$ cat src/rtl/palette_fade_lut.sv
// Run-time writable multi-palette RGB565 lookup with a two-stage pipeline and a
// frame-synchronised fade-to/from-black brightness engine.
module palette_fade_lut #(
    parameter int INDEX_W  = 3,
    parameter int NUM_PAL  = 4,
    parameter int FADE_DIV = 4,
    parameter int PAL_W    = $clog2(NUM_PAL)
) (
    input  logic               clk,
    input  logic               rst_n,
    input  logic               pix_valid,
    input  logic [INDEX_W-1:0] pix_index,
    input  logic [PAL_W-1:0]   pix_pal,
    input  logic               wr_en,
    input  logic [PAL_W-1:0]   wr_pal,
    input  logic [INDEX_W-1:0] wr_idx,
    input  logic [15:0]        wr_data,
    input  logic               frame_tick,
    input  logic               fade_out_start,
    input  logic               fade_in_start,
    output logic               out_valid,
    output logic [15:0]        out_rgb,
    output logic               out_transparent,
    output logic [3:0]         fade_level,
    output logic               fade_busy,
    output logic               fade_done
);

    localparam int ADDR_W  = PAL_W + INDEX_W;
    localparam int NUM_ENT = 1 << ADDR_W;
    localparam int CNT_W   = (FADE_DIV > 1) ? $clog2(FADE_DIV) : 1;
    localparam logic [CNT_W-1:0] CNT_LAST = CNT_W'(FADE_DIV - 1);

    typedef enum logic [1:0] {IDLE, FADE_OUT, FADE_IN} fade_state_t;

    fade_state_t        state, state_nxt;
    logic [3:0]         level_nxt;
    logic [CNT_W-1:0]   cnt, cnt_nxt;
    logic               done_nxt;
    logic [15:0]        pal [NUM_ENT];
    logic               vld_p1;
    logic [15:0]        rgb_p1;
    logic               transp_p1;

    function automatic logic [15:0] default_entry(input logic [2:0] i);
        case (i)
            3'd0:    return 16'h0E3B;
            3'd1:    return 16'h0000;
            3'd2:    return 16'hFFDF;
            3'd3:    return 16'hA244;
            3'd4:    return 16'h6160;
            3'd5:    return 16'hFFC0;
            3'd6:    return 16'hEAE2;
            default: return 16'h0E3B;
        endcase
    endfunction

    // Per-channel c * (8 - L) >> 3 with floor; the weight never exceeds 8 so the
    // shifted product always fits back into the channel width.
    function automatic logic [15:0] scale_rgb565(input logic [15:0] c, input logic [3:0] lvl);
        logic [3:0] w;
        w = 4'd8 - lvl;
        return {5'(({4'b0, c[15:11]} * {5'b0, w}) >> 3),
                6'(({4'b0, c[10:5]}  * {6'b0, w}) >> 3),
                5'(({4'b0, c[4:0]}   * {5'b0, w}) >> 3)};
    endfunction

    always_ff @(posedge clk or negedge rst_n) begin
        if (!rst_n) begin
            for (int i = 0; i < NUM_ENT; i++) begin
                pal[i] <= default_entry(i[2:0]);
            end
        end else if (wr_en) begin
            pal[{wr_pal, wr_idx}] <= wr_data;
        end
    end

    // Stage 1: palette read (sees pre-write contents on a same-cycle write)
    always_ff @(posedge clk or negedge rst_n) begin
        if (!rst_n) begin
            vld_p1 <= 1'b0;
        end else begin
            vld_p1 <= pix_valid;
        end
    end

    always_ff @(posedge clk) begin
        if (pix_valid) begin
            rgb_p1    <= pal[{pix_pal, pix_index}];
            transp_p1 <= (pix_index == '0);
        end
    end

    // Stage 2: brightness scaling with the level current at this edge
    always_ff @(posedge clk or negedge rst_n) begin
        if (!rst_n) begin
            out_valid       <= 1'b0;
            out_rgb         <= 16'h0000;
            out_transparent <= 1'b0;
        end else begin
            out_valid <= vld_p1;
            if (vld_p1) begin
                out_rgb         <= scale_rgb565(rgb_p1, fade_level);
                out_transparent <= transp_p1;
            end
        end
    end

    always_ff @(posedge clk or negedge rst_n) begin
        if (!rst_n) begin
            state      <= IDLE;
            fade_level <= 4'd0;
            cnt        <= '0;
            fade_done  <= 1'b0;
        end else begin
            state      <= state_nxt;
            fade_level <= level_nxt;
            cnt        <= cnt_nxt;
            fade_done  <= done_nxt;
        end
    end

    // A start pulse always restarts from the current level; fade_in wins a tie.
    always_comb begin
        state_nxt = state;
        level_nxt = fade_level;
        cnt_nxt   = cnt;
        done_nxt  = 1'b0;
        if (fade_in_start) begin
            if (fade_level == 4'd0) begin
                state_nxt = IDLE;
                done_nxt  = 1'b1;
            end else begin
                state_nxt = FADE_IN;
                cnt_nxt   = '0;
            end
        end else if (fade_out_start) begin
            if (fade_level == 4'd8) begin
                state_nxt = IDLE;
                done_nxt  = 1'b1;
            end else begin
                state_nxt = FADE_OUT;
                cnt_nxt   = '0;
            end
        end else if (state != IDLE && frame_tick) begin
            if (cnt == CNT_LAST) begin
                cnt_nxt   = '0;
                level_nxt = (state == FADE_OUT) ? fade_level + 4'd1 : fade_level - 4'd1;
                if (level_nxt == ((state == FADE_OUT) ? 4'd8 : 4'd0)) begin
                    state_nxt = IDLE;
                    done_nxt  = 1'b1;
                end
            end else begin
                cnt_nxt = cnt + CNT_W'(1);
            end
        end
    end

    assign fade_busy = (state != IDLE);

endmodule
$ cat config.mk
export PLATFORM = sky130hd
export DESIGN_NAME = palette_fade_lut
export DESIGN_NICKNAME = d
export VERILOG_FILES = /design/src/rtl/palette_fade_lut.sv
export SDC_FILE = /design/constraint.sdc
export NUM_CORES = 1
export LEC_CHECK = 0
export ABC_CLOCK_PERIOD_IN_PS = 9000
export CORE_MARGIN = 2
export CORE_UTILIZATION = 35
export DETAILED_ROUTE_END_ITERATION = 6
export PLACE_DENSITY = 0.53
export SLEW_MARGIN = 20
export SYNTH_ARGS = -nofsm -noshare
export SYNTH_HDL_FRONTEND = slang
export SYNTH_SLANG_ARGS = --single-unit
$ cat constraint.sdc
create_clock -name clk -period 9 [get_ports clk]
set_input_delay 0.9 -clock clk [delete_from_list [all_inputs] [get_ports clk]]
set_output_delay 0.9 -clock clk [all_outputs]
set_load 0.01 [all_outputs]
# == After elaboration in Yosys (flattened, before gate mapping) ==
# Cells that the tools add are included.
# Widths: inputs -> output; s select.
# totals
regBits,557
in_bits,33
out_inout_bits,24
elab_cells,101
# op_classes
add_sub_neg,4
mul,3
order_cmp,3
eq_ne,6
mux,28
bitwise_logic,4
reduce_logical,11
# ops
operator,count
$bwmux 512,1
$bmux 16 s5,1
$demux 16 s5,1
$mux 16,3
$mux 2,12
$mul 5x4->8,2
$ge 6x6->1 const B,2
$not 5->6,2
$mul 6x4->9,1
$reduce_bool 3->1,3
$mux 1,8
$mux 4,2
$lt 6x1->1 const B,1
$reduce_and 3->1,2
$add 4x1->4 const B,1
$eq 4x4->1,1
$eq 4x4->1 const B,1
$logic_not 4->1,1
$reduce_and 4->1,1
$sub 4x1->4 const B,1
$sub 4x4->4 const A,1
$logic_not 3->1,1
$ne 3x3->1 const B,1
$add 2x1->2 const B,1
other kinds (6),8

# == Depth between registers and ports, before layout ==
# logic_depth
depth_word,8
depth_mapped,16

# == Worst setup path before layout ==
# No wires, ideal clock.
# synth_path
path_kind,register to register
startpoint,register fade_level[0]
endpoint,register out_rgb[10]
setup_ps,125
arrival_time_ps,3898
slack_ps,4977
stages_incl_launch_ff,17
synth_period_minus_slack_ps,4023
path_cell_list,dfrtp_1 -> clkbuf_1 -> inv_1 -> ha_1 -> xnor2_1 -> clkbuf_1 -> nand2_1 -> fa_1 -> inv_1 -> fa_1 -> inv_1 -> fa_1 -> nor2b_1 -> o31a_1 -> o22ai_1 -> xnor2_1 -> mux2_2
# synth_between
elab_chain_cells,2
# synth_rtl
element,line_no,rtl
from (decl),24,"output logic [3:0] fade_level,"
from (signal assigned),117,fade_level <= level_nxt;
$sub 4x4->4,62,w = 4'd8 - lvl;
$mul 6x4->9,64,"6'(({4'b0, c[10:5]} * {6'b0, w}) >> 3),"
to (signal assigned),103,"out_rgb <= scale_rgb565(rgb_p1, fade_level);"
to (decl),22,"output logic [15:0] out_rgb,"
# No other way between the ends.
# A chain may end at the register's enable or synchronous reset.

# == Final worst setup path ==
# Ends and elaborated chain as after synthesis.

==> out/results.tsv <==
stage	metric	value	unit
global_route	Global Route Usage Sum	0.177	
clock_tree	number of clock buffers inserted by TritonCTS	66	
power_and_ir_drop	clock share of power	0.365	
synth	Post-synth top cells	sky130_fd_sc_hd__mux2_2, sky130_fd_sc_hd__dfrtp_1, sky130_fd_sc_hd__dfstp_2, sky130_fd_sc_hd__mux4_2, sky130_fd_sc_hd__clkbuf_1	
synth	warnings from Yosys	0	
timing	Final Critical Period	4.59	ns
global_route	initial antenna violation count	2	
clock_tree	TritonCTS clock tree	yes	
synth	number of storage elements in the synthesis netlist	557	
clock_tree	Clock transition at path regs	0.06	ns
timing	highest clock rate	218	MHz
synth	Mapped Nets	1780	
clock_tree	root buffer cell	sky130_fd_sc_hd__clkbuf_16	
synth	number of enable-type register cells in the synthesized netlist	17	
clock_tree	Skew-Pair Late Insertion Delay	0.60	ns
setup_path	endpoint type of the worst setup path	flop	
synth	dominant cell type by area after synthesis	sky130_fd_sc_hd__dfrtp_1	
setup_path	required time at the endpoint of the critical path	9.48	ns
global_route	maximum number of pins on one net before global-route repair	153	
routing	DR WL/cell	24.5	µm
timing	worst clock skew on the final layout	0.0235	ns
global_route	global-route wire length before repair	103000	µm
setup_path	Crit path arrival time	5.07	ns
power_and_ir_drop	fraction of power consumed by sequential logic	0.475	
layout	post-synthesis to final-layout area growth	13.8	%
synth	top flip-flop cell by instance count after synthesis	sky130_fd_sc_hd__dfrtp_1	
floorplan	Die H	281	µm
timing	Setup violations, final	0	
routing	initial DRC count	816	
floorplan	IO Pins	57	
routing	via total after detailed routing	14600	
clock_tree	hold buffers post-CTS	0	
synth	number of distinct library cell variants in the gate-level netlist after synthesis	44	
power_and_ir_drop	proportion of total power due to net switching	0.243	
setup_path	critical path startpoint category	flop	
synth	most area-consuming cells after synthesis	sky130_fd_sc_hd__dfrtp_1, sky130_fd_sc_hd__dfstp_2, sky130_fd_sc_hd__mux2_2, sky130_fd_sc_hd__mux4_2, sky130_fd_sc_hd__edfxtp_1	
timing	Worst Max-Slew Pin Slew	1.04	ns
floorplan	standard-cell rows	101	
synth	most numerous cell in the Yosys netlist	sky130_fd_sc_hd__mux2_2	
status	status	complete, no violations	
floorplan	area of the die	78800	µm²
synth	Mapped Area	26800	µm²
routing	per-cell via count in the routed design	5.31	
timing	max-slew violations	0	
timing	Worst slew margin	0.304	
floorplan	Core Area	75800	µm²
power_and_ir_drop	part of the total power dissipated in combinational logic	0.159	
layout	layout cells sized above 1	0.626	
placement	cell area after placement	28400	µm²
timing	unrepaired setup endpoints after global routing	no	
timing	period utilization	0.510	
synth	top-area cell type share of the netlist area	0.280	
floorplan	die boundary width	281	µm
clock_tree	number of setup buffers added after CTS	0	
layout	area of all placed cells without fillers	30500	µm²
global_route	Overflow after GRT	0	
synth	average cell area after synthesis	15.8	µm²
power_and_ir_drop	Cell Int Power	5.41	mW
placement	estimated wirelength of the detail-placed design	38500	µm
placement	final RePlAce weighted congestion	0.758	
power_and_ir_drop	P per Cell Area	234	nW/µm²
synth	share of synthesized registers carrying an async set or reset	0.969	
power_and_ir_drop	Switching Power	1.73	mW
timing	TNS Setup	0	ns
min_path	worst hold-check path type	in2async	
placement	number of input and output port buffers inserted	56	
power_and_ir_drop	Leakage	12.6	nW
synth	Post-Synthesis Cells	1693	
routing	remaining number of nets flagged by the antenna check after routing	0	
clock_tree	number of sinks handled by clock tree synthesis	557	
global_route	number of global-route vias before repair	15900	
timing	hold violation total from the final report	0	
clock_tree	CTS H-tree depth	3	
floorplan	initial core utilization	0.353	
synth	share of the yosys chip area belonging to registers	0.535	
routing	detailed-router iteration count before antenna repair	4	
routing	total wire length after detailed routing	67400	µm
routing	DRC violations left	0	
job	Max Cap Viol	0	
setup_path	maximum fanout along the worst path	19	
setup_path	worst setup path category	reg2reg	
layout	number of nets in the final layout	1808	
clock_tree	maximum count of clock buffers along a single path	3	
power_and_ir_drop	maximum VDD drop	114	µV
clock_tree	cells resized by post-CTS repair	0	
[path summary, 6_finish.rpt]
| check | startpoint | to | slack [ns] | depth (start not counted) |
|---|---|---|---|---|
| min reg2reg | out_rgb[8] | out_rgb[8] | 0.48 | 1 |
| min | rst_n | out_rgb[14] | 0.34 | 1 |
| max | fade_level[0] | out_rgb[10] | 4.41 | 13 |
| max reg2reg | fade_level[0] | out_rgb[10] | 4.41 | 13 |
| min in group clk | out_rgb[8] | out_rgb[8] | 0.48 | 1 |
| max in group asynchronous | rst_n | pal[269] | 7.18 | 2 |
[final cells by class]
cell class | count | area (µm²)
Fill cell | 6872 | 45400
Sequential cell | 557 | 14300
Multi-Input combinational cell | 972 | 11900
Clock buffer | 98 | 1860
Tap cell | 978 | 1220
Timing Repair Buffer | 92 | 801
Clock inverter | 19 | 241
Inverter | 32 | 120
Antenna cell | 2 | 5.00
[critical path: stages (launching register included)]
cell and delay (ns):
sky130_fd_sc_hd__dfrtp_1 0.63, sky130_fd_sc_hd__nor3_1 0.61, sky130_fd_sc_hd__xor2_1 0.76, sky130_fd_sc_hd__nand2_1 0.16
sky130_fd_sc_hd__fa_1 0.51, sky130_fd_sc_hd__inv_1 0.05, sky130_fd_sc_hd__fa_1 0.50, sky130_fd_sc_hd__inv_1 0.06
sky130_fd_sc_hd__fa_1 0.40, sky130_fd_sc_hd__nor2b_1 0.16, sky130_fd_sc_hd__o31a_1 0.17, sky130_fd_sc_hd__o22ai_1 0.10
sky130_fd_sc_hd__xnor2_1 0.12, sky130_fd_sc_hd__mux2_2 0.26
[per-layer routing]
layer  GRT usage  part of all wire  up-vias
met3      0.0276             0.037       64
met5           0                 0        -
met2       0.308              0.51      230
li1            -                 -     6309
met4      0.0498             0.018        0
met1       0.229              0.43     7986
[flip-flops by register name (all words and copies together) (netlist names)]
name and flops:
transp_p1 1, rgb_p1 16, out_transparent 1, cnt 2
fade_done 1, state 2, out_rgb 16, pal 512
vld_p1 1, fade_level 4, out_valid 1
[cell families (layout without fill, tap and decap cells)]
| family | after synthesis | count (layout) | share of synthesized area |
|---|---|---|---|
| AO/OA/AOI/OAI | 45 | 45 | 0.0108 |
| XOR/XNOR | 24 | 24 | 0.00785 |
| adder cells (fa/ha/maj) | 54 | 54 | 0.0311 |
| buffers and inverters | 164 | 241 | 0.0245 |
| flip-flops | 557 | 557 | 0.535 |
| multiplexers | 704 | 704 | 0.363 |
| other | 0 | 2 | 0 |
| AND/OR/NAND/NOR | 145 | 145 | 0.0278 |
[placed cells by master (no fill, tap or decap), types with 5 or more instances in the layout]
master,count
sky130_fd_sc_hd__clkdlybuf4s50_1,39
sky130_fd_sc_hd__nand3b_1,5
sky130_fd_sc_hd__a21o_1,5
sky130_fd_sc_hd__inv_1,32
sky130_fd_sc_hd__clkinv_2,6
sky130_fd_sc_hd__o21ai_0,12
sky130_fd_sc_hd__nor2_1,8
sky130_fd_sc_hd__buf_2,14
sky130_fd_sc_hd__a21oi_1,11
sky130_fd_sc_hd__clkbuf_8,7
sky130_fd_sc_hd__and2_1,37
sky130_fd_sc_hd__ha_1,33
sky130_fd_sc_hd__nor2_4,12
sky130_fd_sc_hd__fa_1,21
sky130_fd_sc_hd__buf_4,33
sky130_fd_sc_hd__xnor2_1,20
sky130_fd_sc_hd__nand4_1,5
sky130_fd_sc_hd__dfrtp_1,300
sky130_fd_sc_hd__dfstp_2,240
sky130_fd_sc_hd__mux4_2,160
sky130_fd_sc_hd__clkbuf_1,24
sky130_fd_sc_hd__edfxtp_1,17
sky130_fd_sc_hd__clkbuf_16,67
sky130_fd_sc_hd__mux2_2,540
sky130_fd_sc_hd__nand2_1,47
sky130_fd_sc_hd__nand2b_1,5
[per-stage QoR]
stage	power [mW]	cells	setup WS, ns	hold WS, ns	utilization
global route	7.51	2750	4.06	0.377	0.402
floorplan	4.20	1693	4.98	0.352	-
detailed placement	4.60	2631	4.43	0.472	0.375
CTS	7.26	2748	4.39	0.350	0.402
global placement	4.54	2631	4.49	0.467	0.375
finish	7.15	2750	4.41	0.344	0.402
[power groups by stage]
stage                     sequential [mW]  clock (mW)  combinational (mW)
after floorplan                      3.35           0               0.854
after global routing                 3.46        2.81                1.24
after CTS                            3.39        2.70                1.16
after detailed placement             3.43           0                1.16
after global placement               3.41           0                1.13
final                                3.39        2.61                1.14
Note: power is estimated with default switching activity, not from simulation.
==> edit, RTL diff (same settings) <==
Register the output `out_transparent` once more, cleared by the reset; this adds one clock of latency there. The other outputs are not delayed to match.
--- a/src/rtl/palette_fade_lut.sv
+++ b/src/rtl/palette_fade_lut.sv
@@ -33,4 +33,6 @@
 
     typedef enum logic [1:0] {IDLE, FADE_OUT, FADE_IN} fade_state_t;
+
+    logic out_transparent_s0;
 
     fade_state_t        state, state_nxt;
@@ -97,10 +99,10 @@
             out_valid       <= 1'b0;
             out_rgb         <= 16'h0000;
-            out_transparent <= 1'b0;
+            out_transparent_s0 <= 1'b0;
         end else begin
             out_valid <= vld_p1;
             if (vld_p1) begin
                 out_rgb         <= scale_rgb565(rgb_p1, fade_level);
-                out_transparent <= transp_p1;
+                out_transparent_s0 <= transp_p1;
             end
         end
@@ -159,3 +161,11 @@
     assign fade_busy = (state != IDLE);
 
+    always_ff @(posedge clk or negedge rst_n) begin
+        if (!rst_n) begin
+            out_transparent <= '0;
+        end else begin
+            out_transparent <= out_transparent_s0;
+        end
+    end
+
 endmodule
Behaviour: not the same (a bounded check fails within 4 cycles, from zero or initial values and one cycle with rst_n low).
==> edit against the unedited design <==
- routed wire length increased by 0.62%
- critical path type unchanged
- via count is 0.40% lower
- sequential cell count is 1 higher
- maximum frequency down 1.2%
- combinational power increased by 9.6%
- total power increased by 0.71%
- final area rose by 0.11%
- worst setup slack got worse by 0.053 ns
- critical endpoint unchanged
- area after synthesis grew 0.10%
==> edit: results (changes against the unedited design) <==
Placed design
  • RD Place Congestion: 0.766 (+0.96%)
  • Post-placement cell area: 0.0285 mm² (+0.24%)

Setup path
  • Worst-path maximum fanout: 18 (-1)
  • R2R setup slack: 4.36 ns (-0.05 ns)
  • Slowest stage delay, CP: 0.73 ns (-0.03 ns)

Pwr
  • Max IR drop VDD: 0.156 mV (+37%)

Detailed routing
  • DR WL/cell: 24.2 µm (-1.1%)
  • Vias: 14500 (-0.40%)
  • Drt initial violations: 799 (-2.1%)
  • Via-to-Cell Ratio: 5.19 (-2.1%)

Cells and area
  • Register area: 0.0143 mm² (+0.18%)
  • Fillers: 6937 (+0.95%)

Yosys
  • Syn_nets: 1781 (+0.056%)
  • Ys async rst share: 97.0% (about the same)
  • Post-synthesis mux area share: 36.3% (-0.037 points)
  • Compound-Gate Fraction of Synth Area: 1.08% (-0.0011 points)
  • Post-synthesis adder-cell area fraction: 3.11% (-0.0032 points)

GRT
  • Largest net degree at the start of global routing: 163 (+6.5%)
  • Global-route wire length before repair: 103000 µm (-0.19%)
  • GR Util met3: 3.13% (+0.37 points)
  • Global-route usage over all layers: 17.6% (-0.081 points)
  • Initial antenna violation count: 0 (-2)

Outcome
  • Status: finished, final reports clean

Timing
  • Hold Slack: 0.297 ns (-0.0466 ns)
  • Max Clk Rate: 215 MHz (-1.2%)

Clock tree
  • TritonCTS Buffers: 61 (-7.6%)
==> edit: worst reg2reg max path: cells and delay by family (launching register included) <==
family,cells,cell delay [ns]
buffers and inverters,2,0.11
muxes,1,0.26
xor gates and xnor gates,2,0.85
adders and majority gates,3,1.42
AOI/OAI and AO/OA,2,0.25
DFF,1,0.59
and+or+nand+nor,3,1.05
==> edit: power breakdown <==
group	leakage [nW]	internal [mW]	switching (mW)
logic	5.10	0.764	0.487
registers	6.51	3.17	0.254
clock network	1.01	1.47	1.05
==> edit: cells by family (layout without fill, tap and decap cells) <==
group                    Yosys count  in the layout
AND/OR/NAND/NOR                  143            143
buffers and inverters            166            241
multiplexers                     704            704
XOR/XNOR                          25             25
AO/OA/AOI/OAI                     44             44
adder cells (fa/ha/maj)           54             54
flip-flops                       558            558
==> edit: cell type report <==
cell class                 count  area share [%]
clock buffer                  96            6.09
clock inverter                20           0.595
inverter                      33           0.406
multi-input combinational    970            38.9
sequential                   558            47.0
tap                         1030            4.22
timing repair buffer          92            2.70
